==> config.mk <==
export PLATFORM = sky130hd
export DESIGN_NAME = flash_rd_arbiter_flat
export DESIGN_NICKNAME = d
export VERILOG_FILES = /design/src/rtl/flash_rd_arbiter_if.sv /design/src/rtl/flash_rd_arbiter.sv /design/src/flat_wrapper.sv
export SDC_FILE = /design/constraint.sdc
export NUM_CORES = 1
export LEC_CHECK = 0
export ABC_AREA = 1
export BUFFER_PORTS_ARGS = -buffer_cell sky130_fd_sc_hd__buf_2
export CAP_MARGIN = 40
export CORE_MARGIN = 2
export CORE_UTILIZATION = 40
export DETAILED_ROUTE_END_ITERATION = 16
export MAX_ROUTING_LAYER = met4
export PLACE_DENSITY = 0.7
export SYNTH_ARGS = -nofsm -noshare
export SYNTH_HDL_FRONTEND = slang
export SYNTH_SLANG_ARGS = --single-unit
==> constraint.sdc <==
create_clock -name wb_clk_i -period 1.4 [get_ports wb_clk_i]
set_input_delay 0.07 -clock wb_clk_i [delete_from_list [all_inputs] [get_ports wb_clk_i]]
set_output_delay 0.07 -clock wb_clk_i [all_outputs]
set_load 0.01 [all_outputs]
==> src/rtl/flash_rd_arbiter_if.sv <==
`default_nettype none
// ============================================================================
// Module      : flash_rd_arbiter_if
// Description : Bus bundle between two Wishbone read requesters, the flash
//               read arbiter and the parallel NOR flash pads.
// Revision    : 1.0 - initial release
// ============================================================================
interface flash_rd_arbiter_if;
  // Requester 0 (CPU / boot path)
  logic        m0_cyc_i;
  logic        m0_stb_i;
  logic        m0_we_i;
  logic [21:0] m0_adr_i;
  logic [15:0] m0_dat_o;
  logic        m0_ack_o;
  // Requester 1 (secondary master)
  logic        m1_cyc_i;
  logic        m1_stb_i;
  logic        m1_we_i;
  logic [21:0] m1_adr_i;
  logic [15:0] m1_dat_o;
  logic        m1_ack_o;
  // Flash pads
  logic [21:0] flash_addr;
  logic [15:0] flash_data;
  logic        flash_ce_n;
  logic        flash_oe_n;
  logic        flash_we_n;
  logic        flash_rst_n;

  // Arbiter side
  modport slave (
    input  m0_cyc_i, m0_stb_i, m0_we_i, m0_adr_i,
    output m0_dat_o, m0_ack_o,
    input  m1_cyc_i, m1_stb_i, m1_we_i, m1_adr_i,
    output m1_dat_o, m1_ack_o,
    output flash_addr, flash_ce_n, flash_oe_n, flash_we_n, flash_rst_n,
    input  flash_data
  );

  // Requester side
  modport master (
    output m0_cyc_i, m0_stb_i, m0_we_i, m0_adr_i,
    input  m0_dat_o, m0_ack_o,
    output m1_cyc_i, m1_stb_i, m1_we_i, m1_adr_i,
    input  m1_dat_o, m1_ack_o
  );
endinterface
`default_nettype wire

==> src/rtl/flash_rd_arbiter.sv <==
`default_nettype none
// ============================================================================
// Module      : flash_rd_arbiter
// Description : Round-robin arbiter sharing a parallel NOR flash between two
//               Wishbone read requesters. Generates the power-up flash reset,
//               programmable CE/OE wait states, data capture and a single
//               cycle ack. Writes are acked without touching the pads.
// Revision    : 1.0 - initial release
// ============================================================================
module flash_rd_arbiter #(
  parameter int WAIT_CYCLES = 4,
  parameter int RST_CYCLES  = 32,
  parameter int CNT_W       = 6
) (
  input  logic                wb_clk_i,
  input  logic                wb_rst_n_i,
  flash_rd_arbiter_if.slave   bus,
  output logic                busy_o
);

  localparam logic [2:0] c_st_init   = 3'd0;
  localparam logic [2:0] c_st_idle   = 3'd1;
  localparam logic [2:0] c_st_access = 3'd2;
  localparam logic [2:0] c_st_done   = 3'd3;
  localparam logic [2:0] c_st_wack   = 3'd4;

  localparam logic [CNT_W-1:0] c_wait_last = CNT_W'(WAIT_CYCLES - 1);
  localparam logic [CNT_W-1:0] c_rst_last  = CNT_W'(RST_CYCLES - 1);
  localparam logic [CNT_W-1:0] c_cnt_one   = CNT_W'(1);

  logic [2:0]       r_state;
  logic [2:0]       w_next_state;
  logic [CNT_W-1:0] r_cnt;
  logic             r_last_grant;
  logic             r_gnt;
  logic             r_flash_rst_n;
  logic [21:0]      r_flash_addr;
  logic [15:0]      r_m0_dat;
  logic [15:0]      r_m1_dat;

  logic             w_req0;
  logic             w_req1;
  logic             w_gnt_valid;
  logic             w_gnt_id;
  logic             w_gnt_we;
  logic [21:0]      w_gnt_adr;
  logic             w_wait_end;
  logic             w_rst_end;

  assign w_req0     = bus.m0_cyc_i & bus.m0_stb_i;
  assign w_req1     = bus.m1_cyc_i & bus.m1_stb_i;
  assign w_wait_end = (r_cnt == c_wait_last);
  assign w_rst_end  = (r_cnt == c_rst_last);

  // Round-robin winner: on contention the requester not served last wins
  always_comb begin
    w_gnt_valid = w_req0 | w_req1;
    w_gnt_id    = 1'b0;
    if (w_req0 && w_req1) begin
      w_gnt_id = ~r_last_grant;
    end else if (w_req1) begin
      w_gnt_id = 1'b1;
    end
    w_gnt_we  = w_gnt_id ? bus.m1_we_i  : bus.m0_we_i;
    w_gnt_adr = w_gnt_id ? bus.m1_adr_i : bus.m0_adr_i;
  end

  // State register
  always_ff @(posedge wb_clk_i or negedge wb_rst_n_i) begin
    if (!wb_rst_n_i) begin
      r_state <= c_st_init;
    end else begin
      r_state <= w_next_state;
    end
  end

  // Next-state decode
  always_comb begin
    w_next_state = r_state;
    case (r_state)
      c_st_init:   if (w_rst_end)   w_next_state = c_st_idle;
      c_st_idle:   if (w_gnt_valid) w_next_state = w_gnt_we ? c_st_wack : c_st_access;
      c_st_access: if (w_wait_end)  w_next_state = c_st_done;
      c_st_done:   w_next_state = c_st_idle;
      c_st_wack:   w_next_state = c_st_idle;
      default:     w_next_state = c_st_init;
    endcase
  end

  // Counter, grant bookkeeping, pad address, flash reset and read data capture
  always_ff @(posedge wb_clk_i or negedge wb_rst_n_i) begin
    if (!wb_rst_n_i) begin
      r_cnt         <= '0;
      r_last_grant  <= 1'b1;
      r_gnt         <= 1'b0;
      r_flash_rst_n <= 1'b0;
      r_flash_addr  <= '0;
      r_m0_dat      <= '0;
      r_m1_dat      <= '0;
    end else begin
      case (r_state)
        c_st_init: begin
          r_cnt <= r_cnt + c_cnt_one;
          if (w_rst_end) begin
            r_flash_rst_n <= 1'b1;
            r_cnt         <= '0;
          end
        end
        c_st_idle: begin
          if (w_gnt_valid) begin
            r_last_grant <= w_gnt_id;
            r_gnt        <= w_gnt_id;
            // Pads and counter are only touched for reads; writes just ack
            if (!w_gnt_we) begin
              r_flash_addr <= w_gnt_adr;
              r_cnt        <= '0;
            end
          end
        end
        c_st_access: begin
          r_cnt <= r_cnt + c_cnt_one;
          if (w_wait_end) begin
            if (r_gnt) begin
              r_m1_dat <= bus.flash_data;
            end else begin
              r_m0_dat <= bus.flash_data;
            end
          end
        end
        default: begin
        end
      endcase
    end
  end

  // Pad strobes, acks and busy decoded from the current state
  always_comb begin
    bus.flash_ce_n  = (r_state != c_st_access);
    bus.flash_oe_n  = (r_state != c_st_access);
    bus.flash_we_n  = 1'b1;
    bus.flash_rst_n = r_flash_rst_n;
    bus.flash_addr  = r_flash_addr;
    bus.m0_dat_o    = r_m0_dat;
    bus.m1_dat_o    = r_m1_dat;
    bus.m0_ack_o    = ((r_state == c_st_done) || (r_state == c_st_wack)) && !r_gnt;
    bus.m1_ack_o    = ((r_state == c_st_done) || (r_state == c_st_wack)) &&  r_gnt;
    busy_o          = (r_state != c_st_idle);
  end

endmodule
`default_nettype wire

==> src/flat_wrapper.sv <==
// flat-port wrapper written by rule: the top's interface ports become plain ports
module flash_rd_arbiter_flat 
#(
  parameter int WAIT_CYCLES = 4,
  parameter int RST_CYCLES  = 32,
  parameter int CNT_W       = 6
)
  (wb_clk_i, wb_rst_n_i, busy_o, bus_m0_cyc_i, bus_m0_stb_i, bus_m0_we_i, bus_m0_adr_i, bus_m0_dat_o, bus_m0_ack_o, bus_m1_cyc_i, bus_m1_stb_i, bus_m1_we_i, bus_m1_adr_i, bus_m1_dat_o, bus_m1_ack_o, bus_flash_addr, bus_flash_ce_n, bus_flash_oe_n, bus_flash_we_n, bus_flash_rst_n, bus_flash_data);
  flash_rd_arbiter_if bus_i ();
  input  logic wb_clk_i;
  input  logic wb_rst_n_i;
  output logic busy_o;
  input wire logic [$bits(bus_i.m0_cyc_i)-1:0] bus_m0_cyc_i;
  input wire logic [$bits(bus_i.m0_stb_i)-1:0] bus_m0_stb_i;
  input wire logic [$bits(bus_i.m0_we_i)-1:0] bus_m0_we_i;
  input wire logic [$bits(bus_i.m0_adr_i)-1:0] bus_m0_adr_i;
  output wire logic [$bits(bus_i.m0_dat_o)-1:0] bus_m0_dat_o;
  output wire logic [$bits(bus_i.m0_ack_o)-1:0] bus_m0_ack_o;
  input wire logic [$bits(bus_i.m1_cyc_i)-1:0] bus_m1_cyc_i;
  input wire logic [$bits(bus_i.m1_stb_i)-1:0] bus_m1_stb_i;
  input wire logic [$bits(bus_i.m1_we_i)-1:0] bus_m1_we_i;
  input wire logic [$bits(bus_i.m1_adr_i)-1:0] bus_m1_adr_i;
  output wire logic [$bits(bus_i.m1_dat_o)-1:0] bus_m1_dat_o;
  output wire logic [$bits(bus_i.m1_ack_o)-1:0] bus_m1_ack_o;
  output wire logic [$bits(bus_i.flash_addr)-1:0] bus_flash_addr;
  output wire logic [$bits(bus_i.flash_ce_n)-1:0] bus_flash_ce_n;
  output wire logic [$bits(bus_i.flash_oe_n)-1:0] bus_flash_oe_n;
  output wire logic [$bits(bus_i.flash_we_n)-1:0] bus_flash_we_n;
  output wire logic [$bits(bus_i.flash_rst_n)-1:0] bus_flash_rst_n;
  input wire logic [$bits(bus_i.flash_data)-1:0] bus_flash_data;
  assign bus_i.m0_cyc_i = bus_m0_cyc_i;
  assign bus_i.m0_stb_i = bus_m0_stb_i;
  assign bus_i.m0_we_i = bus_m0_we_i;
  assign bus_i.m0_adr_i = bus_m0_adr_i;
  assign bus_m0_dat_o = bus_i.m0_dat_o;
  assign bus_m0_ack_o = bus_i.m0_ack_o;
  assign bus_i.m1_cyc_i = bus_m1_cyc_i;
  assign bus_i.m1_stb_i = bus_m1_stb_i;
  assign bus_i.m1_we_i = bus_m1_we_i;
  assign bus_i.m1_adr_i = bus_m1_adr_i;
  assign bus_m1_dat_o = bus_i.m1_dat_o;
  assign bus_m1_ack_o = bus_i.m1_ack_o;
  assign bus_flash_addr = bus_i.flash_addr;
  assign bus_flash_ce_n = bus_i.flash_ce_n;
  assign bus_flash_oe_n = bus_i.flash_oe_n;
  assign bus_flash_we_n = bus_i.flash_we_n;
  assign bus_flash_rst_n = bus_i.flash_rst_n;
  assign bus_i.flash_data = bus_flash_data;
  flash_rd_arbiter #(.WAIT_CYCLES(WAIT_CYCLES), .RST_CYCLES(RST_CYCLES), .CNT_W(CNT_W)) u_core (.wb_clk_i(wb_clk_i), .wb_rst_n_i(wb_rst_n_i), .bus(bus_i), .busy_o(busy_o));
endmodule
Yosys cells after proc, flatten, opt, wreduce, memory -nomap -nowiden
Index checks and enable logic that the tools add are counted.
{"block": "totals", "regBits": 66, "elab_cells": 55, "output_inout_bits": 61, "inputBits": 68}
{"block": "op_classes", "addsub": 1, "n_reduce_logical": 15, "n_bitwise": 6, "mux": 13, "eq_ne": 12}
{"op": "$mux 22", "count": 1}
{"op": "$mux 6", "count": 3}
{"op": "$pmux 6 s3", "count": 1}
{"op": "$reduce_and 3->1", "count": 5}
{"op": "$mux 3", "count": 4}
{"op": "$pmux 3 s4", "count": 1}
{"op": "$add 6x1->6 const B", "count": 1}
{"op": "$eq 3x2->1 const B", "count": 2}
{"op": "$eq 6x2->1 const B", "count": 1}
{"op": "$eq 6x5->1 const B", "count": 1}
{"op": "$ne 2x1->1 const B", "count": 3}
{"op": "$reduce_and 2->1", "count": 2}
{"op": "$eq 3x1->1 const B", "count": 1}
{"op": "$eq 3x3->1 const B", "count": 1}
{"op": "$logic_and 1x1->1", "count": 3}
{"op": "$logic_not 3->1", "count": 1}
{"op": "$mux 1", "count": 3}
{"op": "$ne 3x1->1 const B", "count": 1}
{"op": "$ne 3x2->1 const B", "count": 1}
{"op": "$not 1->1", "count": 3}
{"op": "$reduce_bool 3->1", "count": 1}
{"op": "$and 1x1->1", "count": 2}
{"op": "$ne 2x2->1 const B", "count": 1}
{"op": "$reduce_or 2->1", "count": 1}
{"op": "other kinds (3)", "count": 3}

Logic depth before layout (Yosys ltp)
{"block": "logic_depth", "depth_word": 7, "depth_mapped": 10}

Worst setup path before layout
No wires, ideal clock.
{"block": "synth_path", "path_kind": "register -> register", "start": "reg u_core.r_last_grant", "end": "reg u_core.r_flash_addr[10], in the netlist u_core.bus.flash_addr[10]", "path_slack_ns": -0.006, "arrival_ns": 1.290, "stages_incl_launch_ff": 9, "period_less_slack_ns": 1.406, "cell_sequence": "dfstp_2 > nand3_2 > nand2_2 > nand2_1 > nand2_1 > nand2_4 > buf_2 > nand2_1 > nand2_1"}
{"block": "synth_via", "elab_chain_len": 5, "elab_cells_between_ends": 6}
{"item": "start, declared", "line": "flash_rd_arbiter.sv:34", "rtl": "logic r_last_grant;"}
{"item": "start signal, assigned", "line": "flash_rd_arbiter.sv:111", "rtl": "r_last_grant <= w_gnt_id;"}
{"item": "$not 1->1 (*)", "line": "flash_rd_arbiter.sv:60", "rtl": "w_gnt_id = ~r_last_grant;"}
{"item": "$mux 1 (*)", "line": "flash_rd_arbiter.sv:59", "rtl": "if (w_req0 && w_req1) begin"}
{"item": "$mux 1", "line": "flash_rd_arbiter.sv:64", "rtl": "w_gnt_we = w_gnt_id ? bus.m1_we_i : bus.m0_we_i;"}
{"item": "$not 1->1 (no line)"}
{"item": "$reduce_and 3->1 (no line)"}
{"item": "end signal, assigned", "line": "flash_rd_arbiter.sv:115", "rtl": "r_flash_addr <= w_gnt_adr;"}
{"item": "end, declared", "line": "flash_rd_arbiter.sv:37", "rtl": "logic [21:0] r_flash_addr;"}
Every way passes the cells marked *; elsewhere a longest branch is shown, timed or not.
A chain may end at the register's enable or synchronous reset.

Worst setup path after layout
{"block": "layout_path", "start": "reg u_core.r_last_grant", "end": "reg u_core.r_state[1]"}
{"block": "layout_via", "elab_chain_len": 6}
{"item": "$not 1->1", "line": "flash_rd_arbiter.sv:60"}
{"item": "$mux 1", "line": "flash_rd_arbiter.sv:59"}
{"item": "$mux 1", "line": "flash_rd_arbiter.sv:64"}
{"item": "$mux 3 (2 in a row)", "line": "flash_rd_arbiter.sv:82", "rtl": "c_st_idle: if (w_gnt_valid) w_next_state = w_gnt_we ? c_st_wack : c_st_access;"}
{"item": "$pmux 3 s4", "line": "flash_rd_arbiter.sv:80", "rtl": "case (r_state)"}
{"item": "end signal, assigned", "line": "flash_rd_arbiter.sv:71", "rtl": "r_state <= c_st_init;"}
{"item": "end signal, assigned", "line": "flash_rd_arbiter.sv:73", "rtl": "r_state <= w_next_state;"}
{"item": "end, declared", "line": "flash_rd_arbiter.sv:31", "rtl": "logic [2:0] r_state;"}
Every way passes these cells. The select of a mux whose other input is x is not followed.

==> impl_metrics.csv <==
group,metric,value,unit
hold_path,hold_depth,5,
global_routing,grt-ovfl-total,0,
detailed_routing,vias_per_cell,4.60,
die,die_h,94.7,um
outcome,outcome,"finished, final reports clean",
critical_path,reg2reg_depth,8,
cells_and_area,area_growth,43.6,%
critical_path,r2r-end,"u_core.r_state[1]",
synthesis,syn_nets,471,
timing,fmax,714,MHz
die,floorplan.die_area,8960,um^2
power_and_ir_drop,vdd_ir_drop_max,0.000692,V
synthesis,synth_warnings,0,
critical_path,critPathRequiredTime,1610,ps
synthesis,ys_top_cells_by_count,"nand2_1 (153), dfrtp_1 (65), o21ai_1 (32), inv_1 (28), nand2_2 (28)",
hold_path,min_from,"bus_m0_adr_i[9]",
critical_path,r2r_slack,0.001,ps
die,coreArea,8090,um^2
global_routing,grt_max_degree,67,
cells_and_area,num_antenna_cells,0,
critical_path,crit_chain,"nand3_4 -> nand3_2 -> nand2_4 -> buf_4 -> nand2_1 -> nand2_1 -> nand2_1 -> nand2_1",
cells_and_area,drive_above_1_share,43.2,%
detailed_routing,detail_route.iter0.violations,83,
run,drv_cap,0,
synthesis,synth_top_cell_area_share,49.5,%
critical_path,critPathLaunch,"u_core.r_last_grant",
clock_network,cts_tree,"yes",
global_routing,grtUsageTotal,19.1,%
die,die_x,94.7,um
synthesis,synth_area_leader_cell,"dfrtp_1",
synthesis,yosysSeqAreaShare,50.3,%
power_and_ir_drop,p_per_area,1790,nW/um^2
critical_path,critPathMaxFanout,4,
synthesis,synthCells,402,
timing,setup_viol,0,
synthesis,synth_cell_types,29,
critical_path,cp_slowest_stage_delay,560,ps
power_and_ir_drop,p_total,8.44,mW
die,start_util,40.6,%
clock_network,clock_latency,340,ps
timing,finalMaxSlewViolations,0,
critical_path,cp_common_cell,"nand2_1",
critical_path,path_buf_inv,1,
cells_and_area,multi_input_area,1510,um^2
synthesis,syn-cell-area,3290,um^2
hold_path,hold_end,"u_core.bus.flash_addr[9]",
detailed_routing,dr.pass1.iters,4,
global_routing,grt_pass1_wl,12900,um
placement,port_buffers,127,
cells_and_area,fill_cells,754,
placement,dp_cells,633,
critical_path,setup.worst_path.end_class,"register",
clock_network,cts_buffers,9,
die,row_count,33,
timing,hold_viol_final,0,
critical_path,crit_family,"simple AND/OR/NAND/NOR gates",
detailed_routing,via_count,3106,
placement,dpl_cell_area,4090,um^2
detailed_routing,remaining_drc_errors,0,
cells_and_area,utilization,58.3,%
timing,fin_crit,1400,ps
cells_and_area,fin_cells,675,
clock_network,clk_path_buf_depth,2,
timing,worst_slack,0.00111,ps
timing,rsz0062_at_grt,"true",
cells_and_area,nets,634,
timing,fin_skew,9.86,ps
timing,period_share,100,%
detailed_routing,finalWirelength,8560,um
hold_path,hold_class,"primary input to register",
cells_and_area,fin_area,4720,um^2
global_routing,antenna_found_initial,0,
synthesis,syn_avg_cell_area,8.18,um^2
clock_network,cts.clk_slew.worst_paths,80,ps
die,ios,129,
critical_path,cp.arrival,1610,ps
synthesis,ys_ff_latch,66,
detailed_routing,antenna_left,0,
placement,dp.final_hpwl,5740,um
placement,dp_slack,-73.1,ps
critical_path,slowest_stage,"dfstp_2",
detailed_routing,wl_per_cell,12.7,um
clock_network,h-tree-depth,3,
synthesis,async_flop_share,100,%
critical_path,timing.rr.start,"u_core.r_last_grant",
placement,gp_congestion,0.874,
global_routing,grt_pass1_vias,2929,
power_and_ir_drop,p_leak,2.57,nW
synthesis,synth_edf_count,0,
cells_and_area,seq_area,1660,um^2
synthesis,synth-main-ff-cell,"dfrtp_1",
critical_path,critPathKind,"register to register",
clock_network,cts_num_sinks,66,
critical_path,startpoint_type,"register",
synthesis,ys_top_cells_by_area,"dfrtp_1 (49%), nand2_1 (17%), nand2_2 (5.3%)",
clock_network,cts_root_buffer,"clkbuf_8",
synthesis,synth.most_common_cell,"nand2_1",
==> registers in the layout, indices dropped and copies added, names as in the netlist <==
register	flops
u_core.bus.flash_addr	22
u_core.bus.flash_rst_n	1
u_core.bus.m0_dat_o	16
u_core.bus.m1_dat_o	16
u_core.r_cnt	6
u_core.r_gnt	1
u_core.r_last_grant	1
u_core.r_state	3
==> final cells by class <==
cell class | count | area share (%)
inverter | 32 | 2.81
timing repair buffer | 170 | 22.9
timing repair inverter | 1 | 0.185
tap | 105 | 2.78
clock buffer | 9 | 2.62
sequential | 66 | 35.1
clock inverter | 7 | 1.64
multi-input combinational | 285 | 32.0
==> layout by cell type, fill, tap and decap left out, types with 3 or more instances in the layout <==
| cell | instances |
|---|---|
| clkbuf_8 | 9 |
| o21ai_2 | 6 |
| buf_2 | 125 |
| o21ai_1 | 34 |
| nand3_2 | 4 |
| nor2_4 | 5 |
| nand2_4 | 5 |
| nand2_1 | 136 |
| nand3_4 | 3 |
| inv_2 | 3 |
| nor2_1 | 10 |
| nand3_1 | 25 |
| dlygate4sd3_1 | 17 |
| clkinv_4 | 3 |
| buf_4 | 19 |
| buf_6 | 4 |
| inv_1 | 28 |
| buf_12 | 3 |
| nand2_2 | 40 |
| dfrtp_1 | 63 |
==> metal layers <==
metal,up-vias,routed length [um],track usage [%]
met1,1411,3690,21.8
met5,-,0,-
met4,0,89,7.00
met3,10,547,3.51
met2,107,4240,33.3
li1,1578,-,-
==> through the flow <==
step,TNS [ps],hold slack (ps)
floorplan,0,-226
global placement,-27.3,116
detailed placement,-870,127
CTS,0,14.0
global route,-1210,50.2
finish,0,31.0
==> logic make-up (layout without fill, tap and decap cells) <==
kind of cell               count (synthesis)  in the layout  share of synthesized area, %
buffers and inverters                     51            219                          7.95
other                                      1              1                         0.114
DFF                                       66             66                          50.3
AOI/OAI and AO/OA                         46             46                          7.61
xor gates and xnor gates                   1              1                         0.266
and+or+nand+nor                          236            236                          33.4
adders and majority gates                  1              1                         0.380
==> power by group <==
group / internal (mW) / switching (mW)
clock: 0.834 / 0.772
combinational: 1.59 / 2.02
sequential: 2.70 / 0.517
==> how the worst max path moves through the flow <==
| stage | to | cells past startpoint |
|---|---|---|
| after floorplan | u_core.bus.flash_addr[10] | 8 |
| after global placement | u_core.bus.flash_addr[21] | 8 |
| after detailed placement | u_core.bus.flash_addr[21] | 8 |
| after CTS | u_core.r_cnt[3] | 7 |
| after global routing | u_core.bus.flash_addr[5] | 7 |
| final | u_core.r_state[1] | 8 |
==> worst reg2reg max path: cells and delay by family, from the launching register on <==
kind / cells / cell delay [ps]
AND/OR/NAND/NOR: 7 / 580
buffers and inverters: 1 / 140
flip-flops: 1 / 560
==> what timing repair did <==
| item | 4_1_cts | 5_1_grt |
|---|---|---|
| cloned | 0 | 2 |
| endpoints found under the setup margin | 26 | 66 |
| resized for setup | 13 | 36 |
| hold buffers | 17 | 0 |
| setup buffers | 5 | 2 |
| endpoints found under the hold margin | 97 | 0 |
| pin swaps | 2 | 10 |
Note: power is estimated with default switching activity, not from simulation.
